**src/rtl/tia_horizontal_timing_if.sv**
```systemverilog
// Strobe and status bundle between the bus decoder and the horizontal line sequencer.
interface tia_horizontal_timing_if;
    logic       rsync;
    logic       wsync;
    logic       hmove;
    logic [5:0] hcount;
    logic [1:0] phase;
    logic       hsync;
    logic       hblank;
    logic       cb;
    logic       rdy;
    logic       line_start;

    modport master (
        output rsync, wsync, hmove,
        input  hcount, phase, hsync, hblank, cb, rdy, line_start
    );

    modport slave (
        input  rsync, wsync, hmove,
        output hcount, phase, hsync, hblank, cb, rdy, line_start
    );
endinterface

```
**src/rtl/tia_horizontal_timing.sv**
```systemverilog
// TIA horizontal line sequencer: colour clock / 4 prescaler, 57-count line,
// and the count-decoded set/clear events for HSYNC, HBLANK, colour burst and RDY.
module tia_horizontal_timing #(
    parameter int LINE_COUNTS     = 57,
    parameter int PRESCALE        = 4,
    parameter int HSYNC_SET       = 4,
    parameter int HSYNC_CLR       = 8,
    parameter int CB_CLR          = 12,
    parameter int HBLANK_CLR      = 17,
    parameter int HBLANK_LATE_CLR = 19
) (
    input logic                   clock,
    input logic                   reset,
    tia_horizontal_timing_if.slave bus
);

    localparam logic [1:0] PH_LAST  = 2'(PRESCALE - 1);
    localparam logic [5:0] CNT_LAST = 6'(LINE_COUNTS - 1);
    localparam logic [5:0] C_HS_SET = 6'(HSYNC_SET);
    localparam logic [5:0] C_HS_CLR = 6'(HSYNC_CLR);
    localparam logic [5:0] C_CB_CLR = 6'(CB_CLR);
    localparam logic [5:0] C_HB_CLR = 6'(HBLANK_CLR);
    localparam logic [5:0] C_HB_LATE = 6'(HBLANK_LATE_CLR);

    logic [1:0] phase_q, phase_d;
    logic [5:0] hcount_q, hcount_d;
    logic       hsync_q, hsync_d;
    logic       hblank_q, hblank_d;
    logic       cb_q, cb_d;
    logic       rdy_q, rdy_d;
    logic       line_start_q, line_start_d;
    logic       hmove_latch_q, hmove_latch_d;
    logic       enter;
    logic       enter_zero;

    always_comb begin
        phase_d  = phase_q + 2'd1;
        hcount_d = hcount_q;
        enter    = 1'b0;
        if (phase_q == PH_LAST) begin
            phase_d  = 2'd0;
            hcount_d = (hcount_q == CNT_LAST) ? 6'd0 : hcount_q + 6'd1;
            enter    = 1'b1;
        end
        // rsync restarts the line and overrides the normal advance
        if (bus.rsync) begin
            phase_d  = 2'd0;
            hcount_d = 6'd0;
            enter    = 1'b1;
        end
        enter_zero = enter && (hcount_d == 6'd0);
    end

    always_comb begin
        hsync_d       = hsync_q;
        hblank_d      = hblank_q;
        cb_d          = cb_q;
        rdy_d         = rdy_q;
        hmove_latch_d = hmove_latch_q;
        line_start_d  = enter_zero;

        if (bus.wsync) begin
            rdy_d = 1'b0;
        end

        if (enter_zero) begin
            hblank_d = 1'b1;
            hsync_d  = 1'b0;
            cb_d     = 1'b0;
            rdy_d    = 1'b1;
        end else if (enter) begin
            if (hcount_d == C_HS_SET) begin
                hsync_d = 1'b1;
            end
            if (hcount_d == C_HS_CLR) begin
                hsync_d = 1'b0;
                cb_d    = 1'b1;
            end
            if (hcount_d == C_CB_CLR) begin
                cb_d = 1'b0;
            end
            if (hcount_d == C_HB_CLR && !hmove_latch_q) begin
                hblank_d = 1'b0;
            end
            if (hcount_d == C_HB_LATE && hmove_latch_q) begin
                hblank_d      = 1'b0;
                hmove_latch_d = 1'b0;
            end
        end

        // A fresh strobe wins over the late-clear consuming the latch
        if (bus.hmove) begin
            hmove_latch_d = 1'b1;
        end
    end

    always_ff @(posedge clock or negedge reset) begin
        if (!reset) begin
            phase_q       <= 2'd0;
            hcount_q      <= 6'd0;
            hsync_q       <= 1'b0;
            hblank_q      <= 1'b1;
            cb_q          <= 1'b0;
            rdy_q         <= 1'b1;
            line_start_q  <= 1'b0;
            hmove_latch_q <= 1'b0;
        end else begin
            phase_q       <= phase_d;
            hcount_q      <= hcount_d;
            hsync_q       <= hsync_d;
            hblank_q      <= hblank_d;
            cb_q          <= cb_d;
            rdy_q         <= rdy_d;
            line_start_q  <= line_start_d;
            hmove_latch_q <= hmove_latch_d;
        end
    end

    assign bus.phase      = phase_q;
    assign bus.hcount     = hcount_q;
    assign bus.hsync      = hsync_q;
    assign bus.hblank     = hblank_q;
    assign bus.cb         = cb_q;
    assign bus.rdy        = rdy_q;
    assign bus.line_start = line_start_q;

endmodule
```
**src/flat_wrapper.sv**
```systemverilog
// flat-port wrapper written by rule: the top's interface ports become plain ports
module tia_horizontal_timing_flat 
#(
    parameter int LINE_COUNTS     = 57,
    parameter int PRESCALE        = 4,
    parameter int HSYNC_SET       = 4,
    parameter int HSYNC_CLR       = 8,
    parameter int CB_CLR          = 12,
    parameter int HBLANK_CLR      = 17,
    parameter int HBLANK_LATE_CLR = 19
)
  (clock, reset, bus_rsync, bus_wsync, bus_hmove, bus_hcount, bus_phase, bus_hsync, bus_hblank, bus_cb, bus_rdy, bus_line_start);
  tia_horizontal_timing_if bus_i ();
  input logic clock;
  input logic reset;
  input wire logic [$bits(bus_i.rsync)-1:0] bus_rsync;
  input wire logic [$bits(bus_i.wsync)-1:0] bus_wsync;
  input wire logic [$bits(bus_i.hmove)-1:0] bus_hmove;
  output wire logic [$bits(bus_i.hcount)-1:0] bus_hcount;
  output wire logic [$bits(bus_i.phase)-1:0] bus_phase;
  output wire logic [$bits(bus_i.hsync)-1:0] bus_hsync;
  output wire logic [$bits(bus_i.hblank)-1:0] bus_hblank;
  output wire logic [$bits(bus_i.cb)-1:0] bus_cb;
  output wire logic [$bits(bus_i.rdy)-1:0] bus_rdy;
  output wire logic [$bits(bus_i.line_start)-1:0] bus_line_start;
  assign bus_i.rsync = bus_rsync;
  assign bus_i.wsync = bus_wsync;
  assign bus_i.hmove = bus_hmove;
  assign bus_hcount = bus_i.hcount;
  assign bus_phase = bus_i.phase;
  assign bus_hsync = bus_i.hsync;
  assign bus_hblank = bus_i.hblank;
  assign bus_cb = bus_i.cb;
  assign bus_rdy = bus_i.rdy;
  assign bus_line_start = bus_i.line_start;
  tia_horizontal_timing #(.LINE_COUNTS(LINE_COUNTS), .PRESCALE(PRESCALE), .HSYNC_SET(HSYNC_SET), .HSYNC_CLR(HSYNC_CLR), .CB_CLR(CB_CLR), .HBLANK_CLR(HBLANK_CLR), .HBLANK_LATE_CLR(HBLANK_LATE_CLR)) u_core (.clock(clock), .reset(reset), .bus(bus_i));
endmodule
```
**config.mk**
```make
export PLATFORM = sky130hd
export DESIGN_NAME = tia_horizontal_timing_flat
export DESIGN_NICKNAME = d
export VERILOG_FILES = /design/src/rtl/tia_horizontal_timing_if.sv /design/src/rtl/tia_horizontal_timing.sv /design/src/flat_wrapper.sv
export SDC_FILE = /design/constraint.sdc
export NUM_CORES = 1
export LEC_CHECK = 0
export ABC_AREA = 1
export BUFFER_PORTS_ARGS = -buffer_cell sky130_fd_sc_hd__buf_4
export CORE_MARGIN = 5
export CORE_UTILIZATION = 59
export CTS_BUF_LIST = sky130_fd_sc_hd__clkbuf_8
export DETAILED_ROUTE_END_ITERATION = 8
export GPL_TIMING_DRIVEN = 0
export PLACE_DENSITY_LB_ADDON = 0.25
export SKIP_LAST_GASP = 1
export SYNTH_ARGS = -nofsm -noshare
export SYNTH_HDL_FRONTEND = slang
export SYNTH_SLANG_ARGS = --single-unit
export TNS_END_PERCENT = 20
```
**constraint.sdc**
```tcl
create_clock -name clock -period 4.7 [get_ports clock]
set_input_delay 0.47 -clock clock [delete_from_list [all_inputs] [get_ports clock]]
set_output_delay 0.47 -clock clock [all_outputs]
set_load 0.01 [all_outputs]
```
### Word-level counts from Yosys, hierarchy flattened

Cells that the tools add are included.

* bits in registers: 14
* word-level logic and storage cells: 59
* output and inout port bits: 13

* reductions and logical operators: 16
* mux-type cells: 25
* $add $sub $neg: 2
* eq/ne operators: 8

Operator list (count)
* $mux W1: 20
* $mux W6: 3
* $eq A6 B4 Y1 const B: 2
* $eq A6 B5 Y1 const B: 2
* $reduce_bool A3 Y1: 3
* $reduce_bool A2 Y1: 4
* $add A6 B1 Y6 const B: 1
* $eq A6 B3 Y1 const B: 1
* $eq A6 B6 Y1 const B: 1
* $logic_not A6 Y1: 1
* $reduce_and A2 Y1: 3
* $mux W2: 2
* $logic_and A1 B1 Y1: 3
* $reduce_and A3 Y1: 1
* $add A2 B1 Y2 const B: 1
* $eq A2 B2 Y1 const B: 1
* $ne A2 B2 Y1 const B: 1
* $logic_not A1 Y1: 1

### Longest topological paths before layout

Gate-level depths: netlist of run 1.

* word-level depth: 10
* gate-level depth with buffers: 13
* depth with buffers taken out: 13

### Worst setup path after synthesis of run 1

No wires, ideal clock.

* kind: reg2reg
* start: reg u_core.hcount_q[0] (netlist: u_core.bus.hcount[0])
* end: reg u_core.cb_q (netlist: u_core.bus.cb)
* stages on the path, launching flop included: 14
* data arrival time: 1.500 ns
* setup slack: 3.086 ns
* setup time: 0.114 ns
* path buffers: 0
* period minus slack after synthesis: 1.614 ns
* cells stage by stage: dfrtp_1 -> inv_1 -> ha_1 -> inv_1 -> nor2_1 -> nand3_4 -> nand2_4 -> inv_2 -> nand2_2 -> nand2_1 -> nor2_2 -> nand3_2 -> nand2_1 -> nor2_2

* cells in the longest elaborated chain, start to end: 8
* elaborated cells on any way between the ends: 15

RTL lines
* from (decl): line tia_horizontal_timing.sv:26 `logic [5:0] hcount_q, hcount_d;`
* from (signal assigned): line tia_horizontal_timing.sv:109 `hcount_q <= hcount_d;`
* $add A6 B1 Y6 or $eq A6 B6 Y1 (tied branches): line tia_horizontal_timing.sv:42 `hcount_d = (hcount_q == CNT_LAST) ? 6'd0 : hcount_q + 6'd1;`
* $mux W6: line tia_horizontal_timing.sv:42
* $mux W6 *: line tia_horizontal_timing.sv:40 `if (phase_q == PH_LAST) begin`
* $mux W6 *: line tia_horizontal_timing.sv:46 `if (bus.rsync) begin`
* $eq A6 B4 Y1 or $logic_not A6 Y1 (tied branches): line tia_horizontal_timing.sv:79, tia_horizontal_timing.sv:51
* $mux W1 or $logic_and A1 B1 Y1 (tied branches): line tia_horizontal_timing.sv:79, tia_horizontal_timing.sv:51
* $mux W1 (tied with other cells): line tia_horizontal_timing.sv:71 `end else if (enter) begin`
* $mux W1 or $reduce_and A2 Y1 (tied branches)
* to (signal assigned): line tia_horizontal_timing.sv:103 `cb_q <= 1'b0;`
* to (signal assigned): line tia_horizontal_timing.sv:112 `cb_q <= cb_d;`
* to (decl): line tia_horizontal_timing.sv:29 `logic cb_q, cb_d;`

Every way passes the cells marked *; elsewhere a longest branch is shown, timed or not. The select of a mux whose other input is x is not followed.
A chain may end at the register's enable or synchronous reset.

### Final worst setup path of run 1

* start: reg u_core.hcount_q[0] (netlist: u_core.bus.hcount[0])
* end: reg u_core.hsync_q (netlist: u_core.bus.hsync)

* cells in the longest elaborated chain, start to end: 8
* elaborated cells on any way between the ends: 15

RTL lines
* $add A6 B1 Y6 or $eq A6 B6 Y1 (tied branches): line tia_horizontal_timing.sv:42
* $mux W6: line tia_horizontal_timing.sv:42
* $mux W6 *: line tia_horizontal_timing.sv:40
* $mux W6 *: line tia_horizontal_timing.sv:46
* $eq A6 B4 Y1 or $logic_not A6 Y1 (tied branches): line tia_horizontal_timing.sv:75, tia_horizontal_timing.sv:51
* $mux W1 or $logic_and A1 B1 Y1 (tied branches): line tia_horizontal_timing.sv:75, tia_horizontal_timing.sv:51
* $mux W1 (tied with other cells): line tia_horizontal_timing.sv:71
* $mux W1 or $reduce_and A2 Y1 (tied branches)
* to (signal assigned): line tia_horizontal_timing.sv:110 `hsync_q <= hsync_d;`
* to (decl): line tia_horizontal_timing.sv:27 `logic hsync_q, hsync_d;`

Marks and branches as above.

==> flow_metrics.tcl, run 1 <==
set metrics [dict create \
    hold_class "in -> async" \
    track_usage 0.1972 \
    clockRootBuffer "clkbuf_8" \
    nets 138 \
    fill_cells 99 \
    wire_per_inst_um 12.61 \
    cts_resized 0 \
    die_h_um 48.28 \
    hold_buffers 0 \
    slew_viol_final 0 \
    synthSimpleGateAreaFrac 0.3806 \
    cp.arrival_ns 1.91 \
    synth-async-reset-ratio 1.000 \
    synth_ff_type "dfrtp_1" \
    worst_pin_slew_ns 0.2900 \
    cts_buffer_depth 2 \
    diodes 0 \
    first_global_vias 731 \
    rows 13 \
    numPortBuffers 17 \
    skew_ns 0.004029 \
    synth-compound-area-share 0.04631 \
    total_power_mw 0.2805 \
    synth_area_leaders "dfrtp_1 (35%), inv_1 (9.6%), nand2_1 (6.9%)" \
    maxSlewHeadroom 0.8054 \
    vias_per_cell 5.189 \
    drc 0 \
    syn_nets 116 \
    area_growth_pct 21.71 \
    gp_congestion 0.7886 \
    cts_sinks 14 \
    postCtsSetupRepairBufs 0 \
    final_common_cell "inv_1" \
    ys_types 21 \
    detailroute.via_count 742 \
    clock.fmax_ghz 0.5607 \
    final_cell_mix "inv_1 (22), buf_4 (17), nand2_1 (16), nor2_1 (12), dfrtp_1 (12)" \
    overflow 0 \
    crit_path_start_kind "flip-flop" \
    synth-edff-count 0 \
    dp_cells 140 \
    dpl_cell_area_mm2 0.001011 \
    drive_gt1_frac 0.3359 \
    fin_hold_ws_ns 0.06316 \
    stdcell_area_mm2 0.001052 \
    synth-seq-cells 14 \
    first_pass_iters 4 \
    clock_latency_ns 0.24 \
    hpwl_um 1409 \
    antenna_found_initial 0 \
    clk_pin_slew_worst_paths_ns 0.05 \
    netlist_instances 108 \
    setup_viol 0 \
    cts_tree "yes" \
    status "finished clean" \
    htreeDepth 1 \
    muxShareOfSynthArea 0 \
    synth_top_family_by_area "simple AND/OR/NAND/NOR gates" \
    cp-end-kind "flip-flop" \
    final-instance-count-excl-fill 143 \
    cp_max_fo 5 \
    finalCritPeriodShare 0.3795 \
    drt-total-wl_um 1803 \
    fin_ws_ns 2.916 \
    first_iter_violations 12 \
    postRouteAntennaNets 0 \
    ys_seq_area_frac 0.4081 \
    irDropWorstVdd_mv 0.2369 \
    final_hold_viol_count 0 \
    synth_top_area_frac 0.3473 \
    io_pins 18 \
    syn_area_um2 864.6 \
    grt_max_degree 15 \
    cp_data_required_time_ns 4.83 \
    coreArea_mm2 0.001350 \
    max-cap-violations 0 \
    synth_xor_area_frac 0 \
    yosysWarnings 0 \
    fin_setup_tns_ns 0 \
    synth_area_per_cell_um2 8.005 \
    pre_cts_slack_ns 2.950 \
    power.density_mw_per_mm2 266.6 \
    yosys.area.top_type "dfrtp_1" \
    start_util 0.6404 \
    timing.final.crit_period_ns 1.784 \
    die_w_um 48.28 \
    cts_made_buffers 3 \
    yosys.area_share.adder 0.04342 \
    leakage_nw 0.5908 \
    die-area_mm2 0.002331 \
    rsz0062_at_grt "no" \
    fin_util 0.7794 \
    path_class "reg -> reg" \
    grt_pass1_wl_um 3125 \
]
## kinds of logic (layout without fill, tap and decap cells)
| family | after synthesis | in the layout |
|---|---|---|
| simple gates | 58 | 58 |
| compound gates | 7 | 7 |
| flops | 14 | 14 |
| fa+ha+maj | 3 | 3 |
| buf+inv | 26 | 46 |
## worst paths after layout
path | slack [ns] | to | cells after the start | startpoint
min in group clock | 0.36 | u_core.bus.rdy$_DFFE_PN1P_ | 2 | bus_wsync
max reg2reg | 2.92 | u_core.bus.hsync$_DFFE_PN0P_ | 8 | u_core.bus.hcount[0]$_DFF_PN0_
min | 0.06 | u_core.hmove_latch_q$_DFFE_PN0P_ | 1 | reset
max in group asynchronous | 4.40 | u_core.bus.rdy$_DFFE_PN1P_ | 1 | reset
max | 2.92 | u_core.bus.hsync$_DFFE_PN0P_ | 8 | u_core.bus.hcount[0]$_DFF_PN0_
min reg2reg | 0.46 | u_core.bus.rdy$_DFFE_PN1P_ | 2 | u_core.bus.rdy$_DFFE_PN1P_
## cell type report
type	count	area, um2	share of cell area
multi-input combinational	68	406.6	0.3864
tap	15	18.77	0.01784
timing repair buffer	17	127.6	0.1213
clock buffer	3	41.29	0.03924
buffer	1	11.26	0.01070
inverter	25	93.84	0.08918
sequential	14	352.8	0.3353
## synth_stat cells (2+ instances only)
cell,count
nor2_1,12
nor2_4,3
inv_2,3
nand4_1,4
o21bai_1,2
ha_1,3
nand2_1,16
inv_1,22
nand2_2,5
nand2_4,2
dfrtp_1,12
nand3_2,2
nor2_2,4
dfstp_2,2
nand3_1,7
o21ai_1,4
## power by group
group / internal, mW / switching [mW]
combinational: 0.0217 / 0.0292
clock: 0.0565 / 0.0385
sequential: 0.129 / 0.00559
total: 0.207 / 0.0733
## flip-flops by register name, indices dropped and copies added, names as in the netlist
register,cells
u_core.bus.hcount,6
u_core.bus.line_start,1
u_core.hmove_latch_q,1
u_core.bus.phase,2
u_core.bus.rdy,1
u_core.bus.hsync,1
u_core.bus.hblank,1
u_core.bus.cb,1
## per-layer routing
layer / wire length, um / vias up / GRT usage / part of all wire
met5: 0 / - / 0 / 0
met4: 40 / 0 / 0.09677 / 0.022
met3: 89 / 5 / 0.02583 / 0.049
met2: 931 / 19 / 0.3542 / 0.52
met1: 742 / 349 / 0.2272 / 0.41
li1: - / 369 / - / -
## worst max-delay path, stage by stage, from the launching register on
cell and delay [ns]:
dfrtp_1 0.45, inv_1 0.07, ha_1 0.30, o21ai_1 0.26
nand2_1 0.17, nor2_2 0.18, nand3_1 0.08, nor2_1 0.10
a21oi_1 0.05
Power figures use the tool's default switching activity.
==> run 2, diff against run 1 <==
--- a/config.mk
+++ b/config.mk
@@ -8,7 +8,7 @@
 export ABC_AREA = 1
 export BUFFER_PORTS_ARGS = -buffer_cell sky130_fd_sc_hd__buf_4
 export CORE_MARGIN = 5
-export CORE_UTILIZATION = 59
+export CORE_UTILIZATION = 55
 export CTS_BUF_LIST = sky130_fd_sc_hd__clkbuf_8
 export DETAILED_ROUTE_END_ITERATION = 8
 export GPL_TIMING_DRIVEN = 0
==> constraint.sdc (replaced) <==
create_clock -name clock -period 1.7 [get_ports clock]
set_input_delay 0.17 -clock clock [delete_from_list [all_inputs] [get_ports clock]]
set_output_delay 0.17 -clock clock [all_outputs]
set_load 0.01 [all_outputs]
==> flow_metrics.tcl, run 2 (same netlist as run 1, synthesis figures left out) <==
set metrics [dict create \
    status "complete, but fails checks" \
    violations "setup timing" \
    fin_ws_ns -0.002583 \
    first_global_vias 717 \
    clock_latency_ns 0.24 \
    cp_max_fo 8 \
    area_growth_pct 33.57 \
    routed-wl-met2_um 957 \
    clk_pin_slew_worst_paths_ns 0.06 \
    timing.final.crit_period_ns 1.703 \
    cts_buffer_depth 2 \
    power.density_mw_per_mm2 733.5 \
    htreeDepth 1 \
    fin_hold_ws_ns 0.07232 \
    dp_cells 141 \
    skew_ns 0.0009213 \
    hpwl_um 1329 \
    first_pass_iters 4 \
    critical-path-top-delay-family "simple AND/OR/NAND/NOR gates" \
    cpMaxStageDelayCell "dfrtp_1" \
    final_hold_viol_count 0 \
    first_iter_violations 13 \
    clockRootBuffer "clkbuf_8" \
    drive_gt1_frac 0.4338 \
    met1Wirelength_um 798 \
    cp.depth 9 \
    nets 145 \
    detailroute.via_count 759 \
    cts_made_buffers 3 \
    final_cell_mix "buf_4 (23), inv_1 (20), nand2_1 (13), nor2_1 (11), dfrtp_1 (11)" \
    wire_per_inst_um 12.30 \
    coreArea_mm2 0.001506 \
    fin_util 0.7666 \
    antenna_found_initial 0 \
    path_class "reg -> reg" \
    crit_path_max_incr_delay_ns 0.40 \
    crit_chain "ha_1 > buf_6 > nand3_2 > or2_0 > nand2_2 > nor2_4 > nand4_1 > nor2_1 > o21bai_1" \
    cp-endpoint "u_core.hmove_latch_q$_DFFE_PN0P_" \
    io_pins 18 \
    cp.arrival_ns 1.83 \
    rows 14 \
    overflow 0 \
    rr_endpoint "u_core.hmove_latch_q$_DFFE_PN0P_" \
    cp-end-kind "flip-flop" \
    reg2reg_from "u_core.bus.phase[0]$_DFF_PN0_" \
    leakage_nw 0.6301 \
    setup_viol 1 \
    die_w_um 49.65 \
    clock.fmax_ghz 0.5873 \
    highest_layer "met4" \
    numPortBuffers 17 \
    slew_viol_final 0 \
    drc 0 \
    cp_data_required_time_ns 1.82 \
    hold_class "in -> reg" \
    r2r_setup_slack_ns -0.003 \
    grt_max_degree 15 \
    die-area_mm2 0.002465 \
    r2r_cells 9 \
    crit_path_start_kind "flip-flop" \
    critical_path.startpoint "u_core.bus.phase[0]$_DFF_PN0_" \
    cts_sinks 14 \
    critPathBufInv 1 \
    drt-total-wl_um 1869 \
    final_common_cell "buf_4" \
    start_util 0.5739 \
    maxSlewHeadroom 0.8410 \
    track_usage 0.1475 \
    die_h_um 49.65 \
    vias_per_cell 4.993 \
    grt_pass1_wl_um 2911 \
    irDropWorstVdd_mv 1.016 \
    total_power_mw 0.8471 \
    gp_congestion 0.7825 \
    rsz0062_at_grt "yes" \
    cts_tree "yes" \
    max-cap-violations 0 \
    worst_pin_slew_ns 0.2382 \
    final-instance-count-excl-fill 152 \
    finalCritPeriodShare 1.002 \
    postRouteAntennaNets 0 \
    wl_met3_um 100 \
    diodes 0 \
    pre_cts_slack_ns -0.06675 \
    largest_reg_flops 6 \
]
[run 2: worst min path at each step]
stage | startpoint | to | slack, ns | cells after the start
after floorplan | reset | u_core.bus.cb$_DFFE_PN0P_ | -0.13 | 0
after global placement | reset | u_core.hmove_latch_q$_DFFE_PN0P_ | 0.02 | 1
after detailed placement | reset | u_core.bus.line_start$_DFF_PN0_ | 0.03 | 1
after CTS | bus_wsync | u_core.bus.rdy$_DFFE_PN1P_ | 0.07 | 2
after global routing | bus_wsync | u_core.bus.rdy$_DFFE_PN1P_ | 0.08 | 2
final | bus_wsync | u_core.bus.rdy$_DFFE_PN1P_ | 0.07 | 2
[run 2: cell type report]
class | instances | area [um2]
well taps | 16 | 20.02
inverters | 25 | 93.84
fillers | 114 | 351.6
clock buffers | 4 | 55.05
plain buffers | 1 | 11.26
repair buffers | 24 | 182.7
multi-input cells | 68 | 437.9
flip-flops and latches | 14 | 354.1
[run 2: report_power, final]
| group | switching, mW | leakage (nW) | internal [mW] |
|---|---|---|---|
| Sequential | 0.0138 | 0.176 | 0.356 |
| Clock | 0.112 | 0.0288 | 0.205 |
| Combinational | 0.0878 | 0.426 | 0.0726 |
[run 2: stage by stage]
stage	cell area [um2]	TNS, ns
5_1_grt	1155	-0.4453
4_1_cts	1135	0
2_1_floorplan	864.6	0
6_report	1155	-0.002583
3_5_place_dp	1012	-0.1006
3_3_place_gp	1012	0
[run 2: timing repair]
item                       CTS  global route
hold endpoints to repair    14             0
gates resized for setup      9             2
setup endpoints to repair    4             7
setup buffers                4             2
pin swaps                    6             5
hold buffers                 1             0
[run 2: layer usage]
metal  up-vias  track usage
li1        386            -
met2        22       0.2648
met1       349       0.1748
met5         -            0
met3         2      0.03916
met4         0      0.02620
==> run 3, diff against run 2 <==
--- a/config.mk
+++ b/config.mk
@@ -7,8 +7,8 @@
 export LEC_CHECK = 0
 export ABC_AREA = 1
 export BUFFER_PORTS_ARGS = -buffer_cell sky130_fd_sc_hd__buf_4
-export CORE_MARGIN = 5
-export CORE_UTILIZATION = 55
+export CORE_MARGIN = 1
+export CORE_UTILIZATION = 50
 export CTS_BUF_LIST = sky130_fd_sc_hd__clkbuf_8
 export DETAILED_ROUTE_END_ITERATION = 8
 export GPL_TIMING_DRIVEN = 0
==> constraint.sdc (replaced) <==
create_clock -name clock -period 1.45 [get_ports clock]
set_input_delay 0.145 -clock clock [delete_from_list [all_inputs] [get_ports clock]]
set_output_delay 0.145 -clock clock [all_outputs]
set_load 0.01 [all_outputs]
==> flow_metrics.tcl, run 3 (same netlist as run 1, synthesis figures left out) <==
set metrics [dict create \
    status "complete, but fails checks" \
    violations "setup timing" \
    finalCritPeriodShare 1.150 \
    drc 0 \
    largest_reg_flops 6 \
    final_hold_viol_count 0 \
    area_growth_pct 28.36 \
    reg2reg_from "u_core.bus.phase[1]$_DFF_PN0_" \
    power.density_mw_per_mm2 886.6 \
    cp_max_fo 8 \
    pre_cts_slack_ns -0.2614 \
    clock_latency_ns 0.25 \
    grt_pass1_wl_um 2808 \
    slew_viol_final 0 \
    irDropWorstVdd_mv 0.8243 \
    numPortBuffers 17 \
    critical-path-top-delay-family "simple AND/OR/NAND/NOR gates" \
    clk_pin_slew_worst_paths_ns 0.06 \
    clockRootBuffer "clkbuf_8" \
    drive_gt1_frac 0.3788 \
    maxSlewHeadroom 0.8403 \
    crit_top_cell "o21bai_1" \
    hp-start "bus_wsync" \
    cts_sinks 14 \
    r2r_cells 9 \
    clock.fmax_ghz 0.5995 \
    worst_pin_slew_ns 0.2392 \
    rr_endpoint "u_core.hmove_latch_q$_DFFE_PN0P_" \
    cts_buffer_depth 2 \
    final_cell_mix "inv_1 (22), buf_4 (19), nand2_1 (16), nor2_1 (11), dfrtp_1 (11)" \
    critPathBufInv 1 \
    crit_chain "ha_2 > buf_6 > nand3_4 > o21bai_1 > nand2_2 > nor2_4 > nand4_1 > nor2_1 > o21bai_1" \
    dpl_cell_area_mm2 0.001016 \
    grt_max_degree 15 \
    coreArea_mm2 0.001559 \
    crit_path_max_incr_delay_ns 0.35 \
    total_power_mw 0.9840 \
    antenna_found_initial 0 \
    fin_ws_ns -0.2180 \
    cts_made_buffers 3 \
    hpwl_um 1218 \
    path_class "reg -> reg" \
    r2r_setup_slack_ns -0.22 \
    htreeDepth 1 \
    rows 14 \
    fin_hold_ws_ns 0.02950 \
    rsz0062_at_grt "yes" \
    io_pins 18 \
    drt-total-wl_um 1579 \
    hold_depth 2 \
    track_usage 0.2042 \
    timing.final.crit_period_ns 1.668 \
    cp-end-kind "flip-flop" \
    gp_congestion 0.8478 \
    postRouteAntennaNets 0 \
    detailroute.via_count 728 \
    final_common_cell "inv_1" \
    first_iter_violations 12 \
    cp_data_required_time_ns 1.58 \
    leakage_nw 0.6094 \
    first_global_vias 723 \
    nets 141 \
    min_to "u_core.bus.rdy$_DFFE_PN1P_" \
    cpMaxStageDelayCell "dfrtp_1" \
    die_h_um 43.59 \
    overflow 0 \
    stdcell_area_mm2 0.001110 \
    cp.arrival_ns 1.80 \
    wire_per_inst_um 10.67 \
    crit_path_start_kind "flip-flop" \
    die_w_um 43.59 \
    vias_per_cell 4.919 \
    cts_tree "yes" \
    diodes 0 \
    setup_viol 6 \
    die-area_mm2 0.001900 \
    start_util 0.5546 \
    skew_ns 0.001724 \
    first_pass_iters 4 \
    max-cap-violations 0 \
    hold_class "in -> reg" \
]
-- run 3: cell types whose count changed in the layout (fill, tap and decap cells not counted), sizes merged --
cell / change
buf: -4
-- run 3: timing repair --
| item | in CTS | in global routing |
|---|---|---|
| hold buffers | 1 | 0 |
| resized for setup | 1 | 2 |
| setup buffers | 1 | 1 |
| setup endpoints to repair | 6 | 6 |
| pin swaps | 1 | 7 |
| endpoints found under the hold margin | 14 | 0 |
-- run 3: area by class of cell --
cell class	count	area [um2]
fillers	128	449.2
multi-input cells	68	422.9
flip-flops and latches	14	354.1
repair buffers	20	152.6
inverters	25	93.84
clock buffers	4	55.05
well taps	16	20.02
plain buffers	1	11.26
-- run 3: report_power, final --
part	internal, mW	switching [mW]	total [mW]
registers	0.418	0.0141	0.432
logic	0.0782	0.0955	0.174
clock network	0.241	0.138	0.378
-- run 3: per-layer routing --
layer  wire [um]  part of all wire  vias to the layer above  track usage
met5           0                 0                        -            0
met4          56             0.035                        0       0.1688
met3          37             0.023                        4      0.01250
met2         744              0.47                       11       0.3254
met1         741              0.47                      331       0.2534
li1            -                 -                      382            -
-- run 3: through the flow --
stage,instances,utilization,TNS (ns)
3_5_place_dp,141,0.6517,-1.196
2_1_floorplan,108,-,-0.4808
6_report,148,0.7119,-0.8375
4_1_cts,147,0.7006,-0.9999
3_3_place_gp,141,0.6517,-1.030
5_1_grt,148,0.7119,-1.759
-- run 3: worst max path at each step --
stage,from,to,slack [ns],cells after the start
floorplan,u_core.bus.phase[0]$_DFF_PN0_,u_core.bus.cb$_DFFE_PN0P_,-0.13,10
global placement,u_core.bus.phase[0]$_DFF_PN0_,u_core.bus.cb$_DFFE_PN0P_,-0.23,10
detailed placement,u_core.bus.phase[0]$_DFF_PN0_,u_core.bus.hsync$_DFFE_PN0P_,-0.26,10
CTS,u_core.bus.phase[0]$_DFF_PN0_,u_core.hmove_latch_q$_DFFE_PN0P_,-0.21,10
global route,u_core.bus.phase[1]$_DFF_PN0_,u_core.hmove_latch_q$_DFFE_PN0P_,-0.36,9
finish,u_core.bus.phase[1]$_DFF_PN0_,u_core.hmove_latch_q$_DFFE_PN0P_,-0.22,9
